--- config.mk ---
export PLATFORM = sky130hd
export DESIGN_NAME = hamming_serial_encoder
export DESIGN_NICKNAME = d
export VERILOG_FILES = /design/src/rtl/hamming_pkg.sv /design/src/rtl/hamming_encoder.sv /design/src/rtl/hamming_serial_encoder.sv
export SDC_FILE = /design/constraint.sdc
export NUM_CORES = 1
export LEC_CHECK = 0
export CORE_AREA = 4 4 41 43
export DETAILED_ROUTE_END_ITERATION = 16
export DIE_AREA = 0 0 45 47
export HOLD_SLACK_MARGIN = 0.03
export PLACE_DENSITY = 0.73
export SLEW_MARGIN = 20
export SYNTH_ARGS = -nofsm -noshare
export SYNTH_HDL_FRONTEND = slang
export SYNTH_SLANG_ARGS = --single-unit
--- constraint.sdc ---
create_clock -name clk -period 1.9 [get_ports clk]
set_clock_uncertainty 0.2 [all_clocks]
set_input_delay 0.38 -clock clk [delete_from_list [all_inputs] [get_ports clk]]
set_output_delay 0.38 -clock clk [all_outputs]
set_load 0.03 [all_outputs]
--- src/rtl/hamming_pkg.sv ---
// Shared definitions for the Hamming(7,4) serial transmitter.
// Configuration macro: HAMMING_TX_SECDED_EN. When defined, an overall parity
// bit p0 extends each frame to 8 bits (SECDED). When undefined, frames are 7 bits.
package hamming_pkg;

    localparam int DATA_W = 4;
    localparam int CODE_W = 7;

`ifdef HAMMING_TX_SECDED_EN
    localparam int FRAME_W = 8;
`else
    localparam int FRAME_W = 7;
`endif

    // Bit counter width: enough for 0..7, which covers both frame sizes.
    localparam int CNT_W = 3;

    // Codeword bit positions. Bit i holds Hamming position i+1.
    localparam int POS_P1 = 0;
    localparam int POS_P2 = 1;
    localparam int POS_D1 = 2;
    localparam int POS_P4 = 3;
    localparam int POS_D2 = 4;
    localparam int POS_D3 = 5;
    localparam int POS_D4 = 6;

    typedef enum logic [1:0] {
        ST_IDLE  = 2'd0,
        ST_SHIFT = 2'd1,
        ST_GAP   = 2'd2
    } state_e;

endpackage : hamming_pkg

--- src/rtl/hamming_encoder.sv ---
// Combinational Hamming(7,4) encoder: nibble {d4,d3,d2,d1} to 7-bit codeword.
module hamming_encoder
    import hamming_pkg::*;
(
    input  logic [DATA_W-1:0] data_i,
    output logic [CODE_W-1:0] code_o
);

    logic d1, d2, d3, d4;

    assign {d4, d3, d2, d1} = data_i;

    // Place data and parity bits at their Hamming positions.
    always_comb begin
        // NOTE: every output of a combinational block gets a default first so
        // no path leaves it unassigned and a latch is never inferred.
        code_o         = '0;
        code_o[POS_P1] = d1 ^ d2 ^ d4;
        code_o[POS_P2] = d1 ^ d3 ^ d4;
        code_o[POS_D1] = d1;
        code_o[POS_P4] = d2 ^ d3 ^ d4;
        code_o[POS_D2] = d2;
        code_o[POS_D3] = d3;
        code_o[POS_D4] = d4;
    end

endmodule : hamming_encoder

--- src/rtl/hamming_serial_encoder.sv ---
// Hamming(7,4) serial transmitter: accepts a nibble on a valid/ready handshake,
// encodes it and shifts the frame out one bit per enabled cycle.
// Configuration macro: HAMMING_TX_SECDED_EN appends overall parity p0 as frame
// bit 7 (sent last for LSB-first, first for MSB-first).
module hamming_serial_encoder
    import hamming_pkg::*;
#(
    parameter int IDLE_GAP  = 0,
    parameter bit MSB_FIRST = 1'b0
)
(
    input  logic              clk,
    input  logic              reset,
    input  logic [DATA_W-1:0] data_in,
    input  logic              in_valid,
    output logic              in_ready,
    input  logic              enable,
    output logic              serial_out,
    output logic              serial_valid,
    output logic              frame_start,
    output logic              frame_done
);

    // Gap counter runs 0..IDLE_GAP-1; keep at least one bit when unused.
    localparam int                GAP_W    = (IDLE_GAP > 1) ? $clog2(IDLE_GAP) : 1;
    localparam logic [GAP_W-1:0]  GAP_LAST = GAP_W'((IDLE_GAP > 0) ? IDLE_GAP - 1 : 0);
    localparam logic [CNT_W-1:0]  LAST_BIT = CNT_W'(FRAME_W - 1);

    state_e             state_q, state_d;
    logic [FRAME_W-1:0] shift_q, shift_d;
    logic [CNT_W-1:0]   bit_cnt_q, bit_cnt_d;
    logic [GAP_W-1:0]   gap_cnt_q, gap_cnt_d;

    logic [CODE_W-1:0]  code;
    logic [FRAME_W-1:0] frame;
    logic [FRAME_W-1:0] shifted;
    logic               in_shift;
    logic               step;
    logic               last_bit;
    logic               transfer;
    logic               cur_bit;

    hamming_encoder u_encoder (
        .data_i (data_in),
        .code_o (code)
    );

`ifdef HAMMING_TX_SECDED_EN
    // Overall parity over the seven code bits rides on top as frame bit 7.
    assign frame = {^code, code};
`else
    assign frame = code;
`endif

    assign in_shift = (state_q == ST_SHIFT);
    assign step     = in_shift && enable;
    assign last_bit = (bit_cnt_q == LAST_BIT);
    assign cur_bit  = MSB_FIRST ? shift_q[FRAME_W-1] : shift_q[0];
    assign shifted  = MSB_FIRST ? {shift_q[FRAME_W-2:0], 1'b0}
                                : {1'b0, shift_q[FRAME_W-1:1]};

    // Back-to-back reload is only offered when no idle gap is required.
    assign in_ready = (state_q == ST_IDLE) || ((IDLE_GAP == 0) && step && last_bit);
    assign transfer = in_valid && in_ready;

    // A stalled cycle presents no valid bit; the held bit reappears on resume.
    assign serial_valid = step;
    assign serial_out   = in_shift && cur_bit;
    assign frame_start  = step && (bit_cnt_q == '0);
    assign frame_done   = step && last_bit;

    // Next-state logic for the FSM, shift register and counters.
    always_comb begin
        state_d   = state_q;
        shift_d   = shift_q;
        bit_cnt_d = bit_cnt_q;
        gap_cnt_d = gap_cnt_q;

        case (state_q)
            ST_IDLE: begin
                if (transfer) begin
                    state_d   = ST_SHIFT;
                    shift_d   = frame;
                    bit_cnt_d = '0;
                end
            end

            ST_SHIFT: begin
                if (enable) begin
                    shift_d = shifted;
                    if (last_bit) begin
                        bit_cnt_d = '0;
                        if (transfer) begin
                            shift_d = frame;
                        end else if (IDLE_GAP > 0) begin
                            state_d   = ST_GAP;
                            gap_cnt_d = '0;
                        end else begin
                            state_d = ST_IDLE;
                        end
                    end else begin
                        bit_cnt_d = bit_cnt_q + CNT_W'(1);
                    end
                end
            end

            ST_GAP: begin
                if (gap_cnt_q == GAP_LAST) begin
                    state_d   = ST_IDLE;
                    gap_cnt_d = '0;
                end else begin
                    gap_cnt_d = gap_cnt_q + GAP_W'(1);
                end
            end

            default: state_d = ST_IDLE;
        endcase
    end

    // State registers with synchronous reset; reset aborts any frame in flight.
    always_ff @(posedge clk) begin
        // NOTE: sequential state uses non-blocking assignments so every register
        // samples the pre-edge values regardless of statement order.
        if (reset) begin
            state_q   <= ST_IDLE;
            shift_q   <= '0;
            bit_cnt_q <= '0;
            gap_cnt_q <= '0;
        end else begin
            state_q   <= state_d;
            shift_q   <= shift_d;
            bit_cnt_q <= bit_cnt_d;
            gap_cnt_q <= gap_cnt_d;
        end
    end

endmodule : hamming_serial_encoder

Word-level counts from Yosys, hierarchy flattened
Cells that the tools add are included.

Register bits after elaboration: 13. Output and inout port bits: 5.

Add/subtract/negate cells: 2. Eq/ne operators: 8. Multiplexer cells: 16. Bitwise operators: 6. Reductions and logical operators: 11.

Operators with widths (count): $mux W7 (4); $pmux W7 S2 (1); $mux W2 (5); $mux W3 (3); $ne A2 B2 Y1 const B (4); $pmux W2 S3 (1); $pmux W3 S2 (1); $xor A1 B1 Y1 (6); $logic_and A1 B1 Y1 (5); $reduce_and A5 Y1 (1); $add A3 B1 Y3 const B (1); $eq A3 B3 Y1 const B (1); $logic_not A3 Y1 (1); $reduce_and A3 Y1 (1); $eq A2 B1 Y1 const B (1); $eq A2 B2 Y1 const B (1); $logic_not A2 Y1 (1); $ne A2 B1 Y1 const B (1); $reduce_bool A2 Y1 (1); $add A1 B1 Y1 const B (1); $logic_or A1 B1 Y1 (1); $mux W1 (1).

Longest topological paths before layout
Depth in word-level cells: 9. Gate-level depth with buffers: 4.

By module
A second synthesis with hierarchy kept.

Cells, all modules: 86. Area, all modules: 813.3 sq um.

Modules (own cells, without submodules): hamming_serial_encoder (times used 1, cells an instance 79, area an instance 711.9 sq um, sequential area each 220.2 sq um); hamming_encoder (times used 1, cells an instance 7, area an instance 101.3 sq um, sequential area each 0.0 sq um).

Worst setup path after synthesis
Ideal clock, no wire load.

Path kind: reg2out. Start point: register state_q[0]. End point: output port frame_start. Data arrival time: 1.491 ns. Data required time: 1.320 ns. Path slack: -0.171 ns. Cell stages (with the launch flop): 3. Cell sequence: dfxtp_1 > nand2_1 > nor4_1.

Word-level cells in the longest chain between the ends: 3.

RTL lines: from (decl) (line hamming_serial_encoder.sv:29) `state_e state_q, state_d;`; from (signal assigned) (line hamming_serial_encoder.sv:130) `state_q <= state_d;`; $eq A2 B1 Y1 (line hamming_serial_encoder.sv:55) `assign in_shift = (state_q == ST_SHIFT);`; $logic_and A1 B1 Y1 (line hamming_serial_encoder.sv:56) `assign step = in_shift && enable;`; $logic_and A1 B1 Y1 (line hamming_serial_encoder.sv:69) `assign frame_start = step && (bit_cnt_q == '0);`; to (decl) (line hamming_serial_encoder.sv:20) `output logic frame_start,`.

No other way between the ends.

Worst setup path after layout
Same ends and word-level chain as after synthesis.

==> results.cfg <==
[timing]
rsz0062_at_grt = no
slew_viol_final = 0
fmax_ghz = 0.559
setup_violations = 0
tightest_slew_ns = 0.472
hold_viol = 0
relSlewSlack_pct = 68.4
min_period_ns = 1.79
setup_ws_ns = 0.110
period_share_pct = 94.2

[drt]
vias_per_cell = 5.26
ant_nets = 0
wire_per_inst_um = 13.4
drt-initial-drc-count = 2
routed_wl_um = 1290
vias = 505
drt_drc_violations_left = 0
dr.pass1.iters = 4

[floorplan]
start_util_pct = 46.5
core-area_mm2 = 0.00130
die_x_um = 45
dieHeight_um = 47
dieArea_mm2 = 0.00212
io-pin-count = 13
placementRows = 13

[synth]
yosysSeqAreaShare_pct = 36.4
synthCells = 62
avgSynthCellArea_um2 = 9.77
syn_nets = 70
yosysWarnings = 0
synth_cell_types = 21
ys_ff_latch = 11
netlist_area_um2 = 606

[min_path]
holdPathEnd = shift_q[6]$_SDFFE_PP0P_
min_path_cells = 2
hold_path.class = reg2reg
worstHoldStart = shift_q[6]$_SDFFE_PP0P_

[global_routing]
antenna_found_initial = 0
grt_overflow = 0
grt_use_total_pct = 13.7
grt_pass1_wl_um = 2010
grt_pass1_vias = 473
grt_max_degree = 14

[clocking]
cts_buffer_depth = 2
clk_pin_slew_worst_paths_ns = 0.07
cts-root-buf = clkbuf_4
cts.sinks = 11
htreeDepth = 1
numCtsBuffers = 3
clock_latency_ns = 0.27
cts_tree = done
holdBufCountCts = 0

[setup_path]
crit_required_ns = 1.32
critPathKind = reg2out
reg2reg_from = bit_cnt_q[0]$_SDFFE_PP0P_
r2r_end = shift_q[4]$_SDFFE_PP0P_
worstPathArrival_ns = 1.21
ff2ff_path_depth = 4
end_kind = output pin
path_max_fanout = 5
reg2reg_slack_ns = 0.32
critPathLaunchType = flop

[layout]
finalNetCount = 90
nFillCells = 120
drive_above_1_share_pct = 28.4
insertedDiodeCount = 0
syn2layout_area_growth_pct = 30.6
final_util_pct = 60.8
final_area_um2 = 791

[flow_run]
max_cap_violations = 0

[run_status]
status = finished, final reports clean

[place]
place_area_um2 = 763
dpl.hpwl_um = 979
place.gp.congestion = 0.722
place_ws_ns = -0.182
io_buffers = 12

[power_and_ir_drop]
pwr_density_cell_mw_per_mm2 = 707
leakagePower_uw = 0.000354
ir_worst_vdd_mv = 0.577
through the flow:
step | hold WS, ns | cells | TNS [ns] | total power (µW)
floorplan | 0.234 | 62 | 0 | 354
global placement | 0.258 | 92 | -0.815 | 401
detailed placement | 0.273 | 92 | -1.32 | 404
CTS | 0.285 | 96 | 0 | 560
global route | 0.327 | 96 | 0 | 592
finish | 0.281 | 96 | 0 | 559
cell families (layout without fill, tap and decap cells):
| family | count (synthesis) | after routing | synth area share, % |
|---|---|---|---|
| AOI/OAI and AO/OA | 16 | 16 | 22.5 |
| buffers and inverters | 5 | 24 | 6.41 |
| and+or+nand+nor | 18 | 18 | 15.7 |
| muxes | 7 | 7 | 11.8 |
| DFF | 11 | 11 | 36.4 |
| xor gates and xnor gates | 5 | 5 | 7.23 |
cell usage in the layout (no fill, tap or decap), types with 2 or more instances in the layout:
master and n:
nor2_1 10, dfxtp_1 9, buf_4 8, mux2i_1 6, clkdlybuf4s50_1 6, xnor2_1 5, a211oi_1 4, a21oi_1 4
inv_1 3, nand2_1 3, a211oi_2 3, clkbuf_4 3, dfxtp_2 2, dlygate4sd2_1 2
sequential cells by signal (all words and copies together), names as in the netlist:
name	flops
bit_cnt_q	3
shift_q	7
state_q	1
timing repair:
action / CTS / global route
pin swaps: 0 / 0
setup buffers: 0 / 0
endpoints found under the hold margin: 0 / 0
cloned: 0 / 0
gates resized for setup: 2 / 2
endpoints found under the setup margin: 5 / 1
synth_stat cells, drive strengths merged:
library cell	instances	area share, %
nor2	10	6.2
mux2	1	1.9
nor4	1	1.0
clkbuf	2	4.5
dfxtp	11	36
a32oi	1	1.4
a21oi	4	3.3
nand2	3	1.9
nor3	1	0.83
o311a	1	1.9
xnor2	5	7.2
a21boi	1	1.2
mux2i	6	9.9
inv	3	1.9
o21ai	2	3.5
nand3	1	0.83
nand4b	1	3.9
and2	1	1.0
a211oi	7	11
worst max-delay path, cell delays in order (launching register included):
cell     delay, ns
dfxtp_1       0.33
buf_4         0.14
nand2_1       0.11
nor4_2        0.15
buf_4         0.20
where the power goes:
| part | total [µW] | switching [µW] | internal, µW |
|---|---|---|---|
| logic | 139 | 69.8 | 69.0 |
| clock network | 161 | 82.9 | 78.1 |
| registers | 259 | 11.3 | 248 |
area by class of cell:
type                    count  area (µm²)  area share, %
flip-flops and latches     11         223           28.2
multi-input cells          46         353           44.6
clock inverters             1        5.00          0.633
repair buffers             17         158           19.9
clock buffers               3        22.5           2.85
inverters                   3        11.3           1.42
well taps                  15        18.8           2.37
routing by layer:
layer | GRT usage, % | up-vias | share of wire [%]
li1 | - | 260 | -
met4 | 5.85 | 0 | 1.6
met5 | 0 | - | 0
met2 | 22.0 | 15 | 50
met3 | 7.66 | 4 | 6.6
met1 | 14.8 | 226 | 42
how the worst max path moves through the flow:
stage / startpoint / slack [ns] / to / depth (start not counted)
after detailed placement: enable / -0.18 / shift_q[4]$_SDFFE_PP0P_ / 5
after global placement: enable / -0.14 / shift_q[3]$_SDFFE_PP0P_ / 5
after floorplan: state_q[0]$_SDFFE_PP0P_ / 0.17 / frame_start / 2
after global routing: state_q[0]$_SDFFE_PP0P_ / 0.04 / frame_start / 4
final: state_q[0]$_SDFFE_PP0P_ / 0.11 / frame_start / 4
after CTS: bit_cnt_q[1]$_SDFFE_PP0P_ / 0.05 / frame_done / 3
(Power assumes the default switching activity.)
